File: src/rtl/cache_join2_ctrl.sv
`default_nettype none
// ============================================================================
// cache_join2_ctrl : two-channel token join with starvation flag and merge count
// Revision 1.0
// ============================================================================
module cache_join2_ctrl #(
    parameter int DATA_W  = 1,
    parameter int TIMEOUT = 200,
    parameter int TMO_W   = 8,
    parameter int CNT_W   = 16
) (
    input  logic                clk,
    input  logic                rstn,
    input  logic                in0_valid,
    input  logic [DATA_W-1:0]   in0_data,
    output logic                in0_ready,
    input  logic                in1_valid,
    input  logic [DATA_W-1:0]   in1_data,
    output logic                in1_ready,
    output logic                out_valid,
    output logic [2*DATA_W-1:0] out_data,
    input  logic                out_ready,
    input  logic                clr_err,
    output logic                timeout_err,
    output logic [CNT_W-1:0]    merge_cnt
);

    // State bit k is the full flag of slot k.
    localparam logic [1:0] c_IDLE  = 2'b00;
    localparam logic [1:0] c_HAVE0 = 2'b01;
    localparam logic [1:0] c_HAVE1 = 2'b10;
    localparam logic [1:0] c_FULL  = 2'b11;

    localparam logic [TMO_W-1:0] c_TMO_LAST = TMO_W'(TIMEOUT - 1);
    localparam logic [TMO_W-1:0] c_TMO_MAX  = {TMO_W{1'b1}};

    logic [1:0]        state_q, state_d;
    logic [DATA_W-1:0] slot0_q, slot1_q;
    logic [TMO_W-1:0]  wait_q, wait_d;
    logic              err_q, err_d;
    logic [CNT_W-1:0]  cnt_q, cnt_d;

    logic w_fire, w_acc0, w_acc1, w_waiting, w_tmo_set;

    assign out_valid = (state_q == c_FULL);
    assign w_fire    = out_valid & out_ready;
    assign in0_ready = ~state_q[0] | w_fire;
    assign in1_ready = ~state_q[1] | w_fire;
    assign w_acc0    = in0_valid & in0_ready;
    assign w_acc1    = in1_valid & in1_ready;

    assign w_waiting = (state_q == c_HAVE0) || (state_q == c_HAVE1);
    assign w_tmo_set = w_waiting && (wait_q == c_TMO_LAST);

    always_comb begin
        state_d = state_q;
        wait_d  = '0;
        // A slot stays full unless its token leaves; a new accept refills it.
        state_d[0] = w_acc0 | (state_q[0] & ~w_fire);
        state_d[1] = w_acc1 | (state_q[1] & ~w_fire);
        if (w_waiting) begin
            wait_d = (wait_q == c_TMO_MAX) ? wait_q : wait_q + TMO_W'(1);
        end
        err_d = w_tmo_set | (err_q & ~clr_err);
        cnt_d = cnt_q + CNT_W'(w_fire);
    end

    always_ff @(posedge clk) begin
        if (!rstn) begin
            state_q <= c_IDLE;
            slot0_q <= '0;
            slot1_q <= '0;
            wait_q  <= '0;
            err_q   <= 1'b0;
            cnt_q   <= '0;
        end else begin
            state_q <= state_d;
            wait_q  <= wait_d;
            err_q   <= err_d;
            cnt_q   <= cnt_d;
            if (w_acc0) begin
                slot0_q <= in0_data;
            end
            if (w_acc1) begin
                slot1_q <= in1_data;
            end
        end
    end

    assign out_data    = {slot1_q, slot0_q};
    assign timeout_err = err_q;
    assign merge_cnt   = cnt_q;

endmodule
`default_nettype wire

File: config.mk
export PLATFORM = sky130hd
export DESIGN_NAME = cache_join2_ctrl
export DESIGN_NICKNAME = d
export VERILOG_FILES = /design/src/rtl/cache_join2_ctrl.sv
export SDC_FILE = /design/constraint.sdc
export NUM_CORES = 1
export LEC_CHECK = 0
export ABC_CLOCK_PERIOD_IN_PS = 2050
export CORE_MARGIN = 3
export CORE_UTILIZATION = 49
export CTS_CLUSTER_DIAMETER = 30
export DETAILED_ROUTE_END_ITERATION = 6
export PLACE_DENSITY_LB_ADDON = 0.15
export SLEW_MARGIN = 30
export SYNTH_ARGS = -nofsm -noshare
export SYNTH_HDL_FRONTEND = slang
export SYNTH_SLANG_ARGS = --single-unit
File: constraint.sdc
create_clock -name clk -period 2.05 [get_ports clk]
set_input_delay 0.3075 -clock clk [delete_from_list [all_inputs] [get_ports clk]]
set_output_delay 0.3075 -clock clk [all_outputs]
set_load 0.05 [all_outputs]
# == After elaboration in Yosys (flattened, before gate mapping) ==
# Index checks and enable logic that the tools add are counted.
# word_totals
regBits,29
output_inout_bits,22
# classes
n_addsub,2
bitwise,15
eq_ne,5
reduce_logical,3
# ops
op,count
16-bit by 1-bit adder with 16-bit output,1
"8-bit equality test, second input constant",2
"8-bit by 1-bit adder with 8-bit output, second input constant",1
1-bit bitwise AND,6
1-bit bitwise OR,5
"2-bit equality test, second input constant",2
1-bit inverter,4
"2-bit by 1-bit equality test with 1-bit output, second input constant",1
2-bit AND reduction,1
1-bit logical AND,1
1-bit logical OR,1

# == Logic depth before layout (Yosys ltp) ==
# logic_depth
depth_word,5
mapped_depth,8
mapped_depth_nobuf,8

# == Least setup slack after synthesis ==
# No wires, ideal clock.
# synth_path
kind,reg2reg
from,reg state_q[0]
to,reg cnt_q[12] (netlist: merge_cnt[12])
period_less_slack_ns,2.158
path_slack_ns,-0.108
arrival_time_ns,2.043
stages_incl_launch_ff,9
setup_time_ns,0.115
cell_sequence,dfxtp_1 ha_1 and2_1 ha_1 ha_1 and4_2 nand4_1 xnor2_1 and2_1
# synth_via
elab_chain_len,3
# synth_rtl
item,line,rtl
start: declaration,37,"logic [1:0] state_q, state_d;"
start signal: assignment,70,state_q <= c_IDLE;
start signal: assignment,77,state_q <= state_d;
2-bit equality test,45,assign out_valid = (state_q == c_FULL);
net out_valid,20,"output logic out_valid,"
1-bit bitwise AND,46,assign w_fire = out_valid & out_ready;
16-bit by 1-bit adder with 16-bit output,65,cnt_d = cnt_q + CNT_W'(w_fire);
end signal: assignment,80,cnt_q <= cnt_d;
end: declaration,41,"logic [CNT_W-1:0] cnt_q, cnt_d;"
# The timed path passes the listed nets, and every way through them passes these cells.
# A chain may end at the register's enable or synchronous reset.

# == Worst setup path after layout ==
# layout_path
from,reg cnt_q[2] (netlist: merge_cnt[2])
to,out merge_cnt[2]
# layout_lines
item,line,rtl
end: declaration,25,output logic [CNT_W-1:0] merge_cnt
# No word-level cell between the ends.

==> metrics.cfg <==
[run_status]
status=finished, final reports clean

[clocking]
cts_hold_buf=0
htreeDepth=2
cts_tree=done
cts-root-buf=clkbuf_4
cts_sinks=29
clk_pin_slew_ns=0.09
max-clock-path-buffers=2
numCtsBuffers=5
cts.repair.resized=0
cts_setup_buffers=0
clock_latency_ns=0.33

[route]
routedWlPerCell_um=13.1
wirelength_um=2770
dr.pass1.iters=4
drc=0
final_antenna_net_count=0
vias=1154
drt_iter0_drc=46
via_per_inst=5.47

[final_layout]
final_core_util=0.700
nNetsFinal=192
diodes=0
drive_gt1_frac=0.122
areaGrowthSynthToFinish_pct=32.7

[power]
clkPwrFrac=0.369
power_switching_mw=0.265
peakVddDrop_mv=0.478
seq_power_share=0.532
internal_power_mw=0.821
p_leak_nw=0.741
switching_share=0.244
combPwrFrac=0.099
power_mw=1.09
cellPowerDensity_nw_per_um2=615

[critical_path]
startpoint_type=flop
crit_chain=clkdlybuf4s50_1
slowest_stage=clkdlybuf4s50_1
end_kind=output port
crit_arrival_ns=1.61
worstPathRequired_ns=1.74
cp_max_fo=6
critPathTopFamily=buffers and inverters
path_class=reg -> out
cp_slowest_stage_delay_ns=0.84
crit_buf_inv=1

[global_routing]
grt_util_met3=0.0713
grt_max_degree=13
grt_pass1_vias=1123
grt_pass1_wl_um=4990
grt_busiest_layer=met2
globalRouteOverflowTotal=0
gr-usage-met2=0.318
use_met1=0.227
antenna_found_initial=0
track_usage=0.193

[synthesis]
synth-edff-count=0
ys.flop_type=dfxtp_1
syn_avg_cell_area_um2=9.24
synth_warnings=0
ys_ff_latch=29
synth_nets=156
synthCells=144
async_reset_ff_frac=0
yosysTopAreaCellShare=0.437
synth_area_leaders=dfxtp_1 (44%), and2_1 (7.5%), xnor2_1 (6.6%)
syn_area_um2=1330
synth_cell_types=35
yosysSeqAreaShare=0.437
yosysTopAreaCell=dfxtp_1

[sta]
setup_viol=0
post-route-min-period_ns=1.91
maxSlewViolCount=0
finalSetupTns_ns=0
fmax_mhz=522
holdWs_ns=0.468
tightest_slew_ns=0.515
period_share=0.934
slew_headroom=0.656
hold_violations=0
grt_setup_unrepaired=no
worst_slack_ns=0.135
finClkSkew_ns=0.00782

[floorplanning]
die-area_um2=3380
die_x_um=58.1
die_y_um=58.1
boundaryPins=30
coreArea_um2=2520
rows=18
initial_core_util=0.527

[place]
post-dp-hpwl_um=2020
io_buffers=29
dp_slack_ns=-0.0275
gp_congestion=0.886

[min_path]
min_path_type=reg -> reg

[flow_run]
cap_violations=0

power by group through the flow:
stage,clock [mW],combinational [mW],sequential (mW)
after global routing,0.436,0.117,0.579
after CTS,0.413,0.109,0.578
final,0.401,0.107,0.578
after global placement,0,0.106,0.590
after floorplan,0,0.0587,0.593
after detailed placement,0,0.108,0.591
path summary, 6_finish.rpt:
path | to | slack, ns | depth (start not counted) | start
worst max-delay path | merge_cnt[2] | 0.14 | 1 | merge_cnt[2]
worst min register to register | slot1_q | 0.47 | 2 | slot1_q
worst max register to register | merge_cnt[14] | 0.20 | 8 | state_q[0]
worst min-delay path | slot1_q | 0.47 | 2 | slot1_q
sequential cells by signal, summed over array words and instances, names as in the netlist:
signal,flops
merge_cnt,16
slot0_q,1
wait_q,8
state_q,2
timeout_err,1
slot1_q,1
logic make-up (layout without fill, tap and decap cells):
kind of cell | count (synthesis) | after routing | synth area share
DFF | 29 | 29 | 0.437
AOI/OAI and AO/OA | 15 | 15 | 0.0865
and+or+nand+nor | 70 | 70 | 0.300
buffers and inverters | 11 | 48 | 0.0376
xor gates and xnor gates | 12 | 12 | 0.0790
muxes | 3 | 3 | 0.0226
adders and majority gates | 4 | 4 | 0.0376
cells in the final DEF (no fill, tap or decap), types with 3 or more instances in the layout:
master and n:
nand2_1 12, buf_4 5, clkdlybuf4s50_1 25, nand4_1 7, dfxtp_1 29, a21boi_0 4, nor2_1 8, nor3_1 4
nand3_1 9, and3_1 4, mux2i_1 3, clkbuf_4 5, ha_1 3, xnor2_1 10, inv_1 6, and2_1 16
per-stage QoR:
stage | std cells | area [um^2]
6_report | 211 | 1770
5_1_grt | 211 | 1770
4_1_cts | 211 | 1760
3_5_place_dp | 203 | 1690
3_3_place_gp | 203 | 1690
2_1_floorplan | 144 | 1330
cell usage after synthesis (2+ instances only):
cell type	count
dfxtp_1	29
and2_1	16
nand2_1	12
xnor2_1	10
nand3_1	9
nor2_1	8
nand4_1	7
inv_1	6
a21boi_0	4
and3_1	4
ha_1	4
nor3_1	4
mux2i_1	3
a21bo_2	2
a31oi_1	2
buf_4	2
clkbuf_1	2
nand2b_1	2
xor2_1	2
layout make-up:
type	instances	area (um^2)
clock buffers	7	65.1
flip-flops and latches	29	581
clock inverters	1	5.00
multi-input cells	104	702
repair buffers	34	353
inverters	6	22.5
well taps	30	37.5
fillers	220	757
layer usage:
metal / vias to the layer above / share of wire
li1: 574 / -
met2: 38 / 0.47
met3: 7 / 0.069
met4: 0 / 0.017
met5: - / 0
met1: 535 / 0.44
worst reg2reg max path: stages (launching register included):
cell	delay (ns)
dfxtp_1	0.35
ha_2	0.21
and2_1	0.13
ha_1	0.18
ha_1	0.17
and4_2	0.27
nand4_1	0.14
xnor2_1	0.15
and2_1	0.15
Power figures use the tool's default switching activity.
